===== config.mk =====
export PLATFORM = sky130hd
export DESIGN_NAME = alu_op_sequencer
export DESIGN_NICKNAME = d
export VERILOG_FILES = /design/src/rtl/alu_seq_pkg.sv /design/src/rtl/alu_seq_regfile.sv /design/src/rtl/alu_op_sequencer.sv
export SDC_FILE = /design/constraint.sdc
export NUM_CORES = 1
export LEC_CHECK = 0
export CORE_MARGIN = 4
export CORE_UTILIZATION = 55
export CTS_CLUSTER_DIAMETER = 100
export DETAILED_ROUTE_END_ITERATION = 12
export DONT_BUFFER_PORTS = 1
export MAX_ROUTING_LAYER = met4
export PLACE_DENSITY = 0.7
export SYNTH_ARGS = -nofsm -noshare
export SYNTH_HDL_FRONTEND = slang
export SYNTH_SLANG_ARGS = --single-unit

===== constraint.sdc =====
create_clock -name clk -period 3.8 [get_ports clk]
set_input_delay 0.95 -clock clk [delete_from_list [all_inputs] [get_ports clk]]
set_output_delay 0.95 -clock clk [all_outputs]
set_load 0.01 [all_outputs]

===== src/rtl/alu_seq_pkg.sv =====
`default_nettype none
// ============================================================================
// Module      : alu_seq_pkg
// Description : Shared constants for alu_op_sequencer: data width, ALU
//               opcodes and sequencer state encoding.
// Revision    : 1.0 - initial release
// ============================================================================
package alu_seq_pkg;

    localparam int DW = 8;

    localparam logic [3:0] OP_ADD  = 4'b0000;
    localparam logic [3:0] OP_SUB  = 4'b0001;
    localparam logic [3:0] OP_MUL  = 4'b0010;
    localparam logic [3:0] OP_DIV  = 4'b0011;
    localparam logic [3:0] OP_SHL  = 4'b0100;
    localparam logic [3:0] OP_SHR  = 4'b0101;
    localparam logic [3:0] OP_ROL  = 4'b0110;
    localparam logic [3:0] OP_ROR  = 4'b0111;
    localparam logic [3:0] OP_AND  = 4'b1000;
    localparam logic [3:0] OP_OR   = 4'b1001;
    localparam logic [3:0] OP_XOR  = 4'b1010;
    localparam logic [3:0] OP_NOR  = 4'b1011;
    localparam logic [3:0] OP_NAND = 4'b1100;
    localparam logic [3:0] OP_XNOR = 4'b1101;
    localparam logic [3:0] OP_GT   = 4'b1110;
    localparam logic [3:0] OP_EQ   = 4'b1111;

    typedef enum logic [0:0] {
        ST_IDLE = 1'b0,
        ST_EXEC = 1'b1
    } state_t;

endpackage
`default_nettype wire


===== src/rtl/alu_seq_regfile.sv =====
`default_nettype none
// ============================================================================
// Module      : alu_seq_regfile
// Description : NREGS x 8 register file, one synchronous write port with
//               synchronous reset, three combinational read ports.
// Revision    : 1.0 - initial release
// ============================================================================
module alu_seq_regfile
    import alu_seq_pkg::*;
#(
    parameter int NREGS = 4,
    parameter int AW    = $clog2(NREGS)
) (
    input  logic          clk,
    input  logic          rst,
    input  logic          we,
    input  logic [AW-1:0] waddr,
    input  logic [DW-1:0] wdata,
    input  logic [AW-1:0] raddr_a,
    output logic [DW-1:0] rdata_a,
    input  logic [AW-1:0] raddr_b,
    output logic [DW-1:0] rdata_b,
    input  logic [AW-1:0] raddr_d,
    output logic [DW-1:0] rdata_d
);

    logic [DW-1:0] r_mem [NREGS];

    always_ff @(posedge clk) begin
        if (rst) begin
            for (int i = 0; i < NREGS; i++) begin
                r_mem[i] <= '0;
            end
        end else if (we) begin
            r_mem[waddr] <= wdata;
        end
    end

    assign rdata_a = r_mem[raddr_a];
    assign rdata_b = r_mem[raddr_b];
    assign rdata_d = r_mem[raddr_d];

endmodule
`default_nettype wire


===== src/rtl/alu_op_sequencer.sv =====
`default_nettype none
// ============================================================================
// Module      : alu_op_sequencer
// Description : Issue/writeback stage for the 8-bit ALU. Optional debug read
//               port enabled by ALU_OP_SEQUENCER_DBG_PORT_EN.
// Revision    : 1.0 - initial release
// ============================================================================
module alu_op_sequencer
    import alu_seq_pkg::*;
#(
    parameter int NREGS = 4,
    parameter int AW    = $clog2(NREGS)
) (
    input  logic          clk,
    input  logic          rst,
    input  logic          cmd_valid,
    output logic          cmd_ready,
    input  logic          cmd_ld,
    input  logic [3:0]    cmd_op,
    input  logic [AW-1:0] cmd_dst,
    input  logic [AW-1:0] cmd_srca,
    input  logic [AW-1:0] cmd_srcb,
    input  logic [7:0]    cmd_imm,
    output logic [7:0]    alu_a,
    output logic [7:0]    alu_b,
    output logic [3:0]    alu_ctrl,
    input  logic [7:0]    alu_out,
    input  logic          alu_carry,
    output logic          done,
    output logic          flag_z,
    output logic          flag_c,
    output logic          div_err
`ifdef ALU_OP_SEQUENCER_DBG_PORT_EN
    ,
    input  logic [AW-1:0] dbg_addr,
    output logic [7:0]    dbg_data
`endif
);

    state_t        r_state;
    logic [DW-1:0] r_alu_a;
    logic [DW-1:0] r_alu_b;
    logic [3:0]    r_alu_ctrl;
    logic [AW-1:0] r_dst;
    logic          r_done;
    logic          r_flag_z;
    logic          r_flag_c;
    logic          r_div_err;

    logic          w_accept;
    logic          w_exec;
    logic          w_div0;
    logic          w_we;
    logic [AW-1:0] w_waddr;
    logic [DW-1:0] w_wdata;
    logic [DW-1:0] w_rdata_a;
    logic [DW-1:0] w_rdata_b;
    logic [AW-1:0] w_dbg_addr;
    logic [DW-1:0] w_dbg_rdata;

    assign cmd_ready = (r_state == ST_IDLE) && !rst;
    assign w_accept  = cmd_valid && cmd_ready;
    assign w_exec    = (r_state == ST_EXEC);
    assign w_div0    = (r_alu_ctrl == OP_DIV) && (r_alu_b == '0);

    // One write port serves both load-immediate (IDLE) and ALU writeback (EXEC);
    // the two can never coincide because nothing is accepted during EXEC.
    assign w_we    = (w_accept && cmd_ld) || (w_exec && !w_div0);
    assign w_waddr = w_exec ? r_dst   : cmd_dst;
    assign w_wdata = w_exec ? alu_out : cmd_imm;

    alu_seq_regfile #(
        .NREGS (NREGS),
        .AW    (AW)
    ) u_regfile (
        .clk     (clk),
        .rst     (rst),
        .we      (w_we),
        .waddr   (w_waddr),
        .wdata   (w_wdata),
        .raddr_a (cmd_srca),
        .rdata_a (w_rdata_a),
        .raddr_b (cmd_srcb),
        .rdata_b (w_rdata_b),
        .raddr_d (w_dbg_addr),
        .rdata_d (w_dbg_rdata)
    );

`ifdef ALU_OP_SEQUENCER_DBG_PORT_EN
    assign w_dbg_addr = dbg_addr;
    assign dbg_data   = w_dbg_rdata;
`else
    logic [DW-1:0] w_dbg_unused;
    assign w_dbg_addr   = '0;
    assign w_dbg_unused = w_dbg_rdata;
`endif

    always_ff @(posedge clk) begin
        if (rst) begin
            r_state    <= ST_IDLE;
            r_alu_a    <= '0;
            r_alu_b    <= '0;
            r_alu_ctrl <= '0;
            r_dst      <= '0;
            r_done     <= 1'b0;
            r_flag_z   <= 1'b0;
            r_flag_c   <= 1'b0;
            r_div_err  <= 1'b0;
        end else begin
            r_done <= 1'b0;
            case (r_state)
                ST_IDLE: begin
                    if (w_accept) begin
                        if (cmd_ld) begin
                            r_flag_z <= (cmd_imm == '0);
                            r_done   <= 1'b1;
                        end else begin
                            r_alu_a    <= w_rdata_a;
                            r_alu_b    <= w_rdata_b;
                            r_alu_ctrl <= cmd_op;
                            r_dst      <= cmd_dst;
                            r_state    <= ST_EXEC;
                        end
                    end
                end
                ST_EXEC: begin
                    // Divide by zero leaves the destination and both flags untouched.
                    if (w_div0) begin
                        r_div_err <= 1'b1;
                    end else begin
                        r_flag_z <= (alu_out == '0);
                        if ((r_alu_ctrl == OP_ADD) || (r_alu_ctrl == OP_SUB)) begin
                            r_flag_c <= alu_carry;
                        end
                    end
                    r_done  <= 1'b1;
                    r_state <= ST_IDLE;
                end
                default: r_state <= ST_IDLE;
            endcase
        end
    end

    assign alu_a    = r_alu_a;
    assign alu_b    = r_alu_b;
    assign alu_ctrl = r_alu_ctrl;
    assign done     = r_done;
    assign flag_z   = r_flag_z;
    assign flag_c   = r_flag_c;
    assign div_err  = r_div_err;

endmodule
`default_nettype wire


==> flow_summary.yaml <==
run_status:
  outcome: "finished clean"
drt:
  ant_nets: 0
  vias: 1807
  wl_um: 5960
  drc: 0
  viasPerCell: 5.83
  wire_per_inst_um: 19.2
  drt_iter0_drc: 190
  first_pass_iters: 4
clocking:
  post_cts_buffers: 0
  cts-htree-levels: 3
  cts_tree: "done"
  numCtsBuffers: 9
  clk_pin_slew_ns: 0.07
  cts_buffer_depth: 2
  post_cts_resized: 0
  clock_latency_ns: 0.33
  clock-sinks: 59
  ctsHoldBuffers: 0
  cts_root_buf: "clkbuf_8"
placement:
  place.detailed.hpwl_um: 4540
  place_area_mm2: 0.00283
  post-place-ws_ns: 1.23
  place_congestion: 0.856
  io_buffers: 0
min_path:
  worstHoldPathCells: 2
  hold_end: "alu_a[1]"
  worstHoldStart: "alu_a[1]"
  hold_class: "register to register"
worst_setup_path:
  start_kind: "register"
  endpoint_kind: "register"
  cp.required_ns: 3.75
  crit_cells: 3
  slowest_stage: "dfxtp_1"
  crit_family: "compound AO/OA/AOI/OAI gates"
  path_cells: "inv_1 -> a31o_2 -> o21ai_0"
  crit_buf_inv: 1
  arrival_ns: 2.52
  r2r_end: "u_regfile.r_mem[3][4]"
  path_max_fanout: 18
  r2r_cells: 3
  crit_type: "register to register"
  reg2reg_setup_slack_ns: 1.23
  r2r_start: "r_state"
  max_stage_delay_ns: 0.85
timing:
  drv_slew: 0
  finalSetupTns_ns: 0
  clock_skew_ns: 0.00655
  hold_viol_final: 0
  slew_headroom_pct: 30.1
  fmax_mhz: 389
  worst_slew_pin_slew_ns: 1.04
  setup_viol: 0
  rsz0062_at_grt: "false"
  setup_ws_ns: 1.23
  fin_crit_ns: 2.57
  period_share_pct: 67.7
synthesis:
  ys_types: 35
  synthesis.nets: 272
  synth.cell_area_mm2: 0.00282
  synthArstFlopShare_pct: 0
  syn_inst: 241
  ys_warn_count: 0
  synth-edff-count: 32
  synth_top_area_cell: "edfxtp_1"
  postSynthAreaPerCell_um2: 11.7
  synthFlopType: "edfxtp_1"
  yosys.area.top_type_share_pct: 34.1
  synth.ff_latch_count: 59
  synth.most_common_cell: "nand2_1"
  synthTopCellsByCount: "nand2_1 (45), nor2_1 (36), edfxtp_1 (32)"
  yosysSeqAreaShare_pct: 53.2
  synth_area_leaders: "edfxtp_1 (34%), dfxtp_1 (19%), mux4_2 (13%)"
pwr:
  ir_worst_vdd_mv: 0.218
  powerDensity_mw_per_mm2: 487
  power_leakage_nw: 1.02
grt:
  grt_pass1_vias: 1760
  gr-usage-all-layers_pct: 21.1
  grt_pass1_wl_um: 9440
  antenna_found_initial: 0
  grt_start_max_net_pins: 35
  grt_remaining_overflow: 0
final_layout:
  diodes: 0
  layout.nets: 269
  drive_gt1_share_pct: 18.1
  design_area_mm2: 0.00306
  area_delta_synth_final_pct: 8.60
  fillers: 406
job:
  drv_cap: 0
floorplan:
  die_area_mm2: 0.00634
  start_util_pct: 58.2
  num_rows: 25
  core_mm2: 0.00485
  die_x_um: 79.6
  die_h_um: 79.6
  io_pins: 56
==> power by group <==
| part | internal, mW | total (mW) | switching [mW] |
|---|---|---|---|
| combinational | 0.0489 | 0.0960 | 0.0472 |
| sequential | 0.701 | 0.727 | 0.0261 |
| clock | 0.428 | 0.670 | 0.243 |
| total | 1.18 | 1.49 | 0.316 |
==> metal layers <==
metal / part of all wire, % / vias up / track usage (%)
met5: 0 / - / -
met1: 43 / 862 / 27.8
met2: 46 / 70 / 29.6
met3: 9.2 / 7 / 7.56
met4: 1.3 / 0 / 8.59
li1: - / 868 / -
==> kinds of logic (layout without fill, tap and decap cells) <==
group,Yosys count,count (layout),share of synthesized area (%)
buffers and inverters,16,18,2.79
AO/OA/AOI/OAI,31,31,6.12
multiplexers,25,25,16.0
AND/OR/NAND/NOR,110,110,21.9
flip-flops,59,59,53.2
==> flip-flops by register name (all words and copies together), names as in the netlist, 2 cells and up <==
name,cells
alu_ctrl,4
alu_a,8
r_dst,2
alu_b,8
u_regfile.r_mem,32
==> cells in the final DEF, fill, tap and decap left out, drive strengths merged, types with 2 or more instances in the layout <==
cell type	instances
a21oi	24
bufinv	3
clkbuf	9
clkinv	4
dfxtp	27
edfxtp	32
inv	2
mux2i	9
mux4	16
nand2	46
nand2b	5
nand3	5
nand3b	3
nor2	38
nor4	5
nor4b	2
o21ai	3
==> through the flow <==
step / hold slack [ns] / instances / utilization, % / total power, mW
2_1_floorplan: 0.480 / 241 / - / 0.826
3_3_place_gp: 0.484 / 294 / 58.5 / 0.836
3_5_place_dp: 0.488 / 294 / 58.5 / 0.838
4_1_cts: 0.496 / 310 / 63.2 / 1.50
5_1_grt: 0.520 / 310 / 63.2 / 1.54
6_report: 0.497 / 310 / 63.2 / 1.49
==> tightest hold or removal path, delay by kind of cell, from the launching register on <==
kind	cells	cell delay (ns)
AO/OA/AOI/OAI	1	0.05
flip-flops	1	0.34
AND/OR/NAND/NOR	1	0.06
==> worst max-delay path by stage <==
| stage | startpoint | to | slack [ns] |
|---|---|---|---|
| finish | r_state | u_regfile.r_mem[3][4] | 1.23 |
| global route | r_state | u_regfile.r_mem[3][3] | 1.02 |
| CTS | r_state | u_regfile.r_mem[3][3] | 1.21 |
| floorplan | rst | cmd_ready | 1.58 |
| global placement | r_state | u_regfile.r_mem[3][5] | 1.33 |
| detailed placement | r_state | u_regfile.r_mem[3][3] | 1.23 |
==> final cells by class <==
class	instances	area (µm²)	area share (%)
Clock inverter	7	106	3.47
Sequential cell	59	1500	49.0
Clock buffer	9	124	4.04
Tap cell	67	83.8	2.74
Multi-Input combinational cell	166	1240	40.5
Inverter	2	7.51	0.245
(Power assumes the default switching activity.)
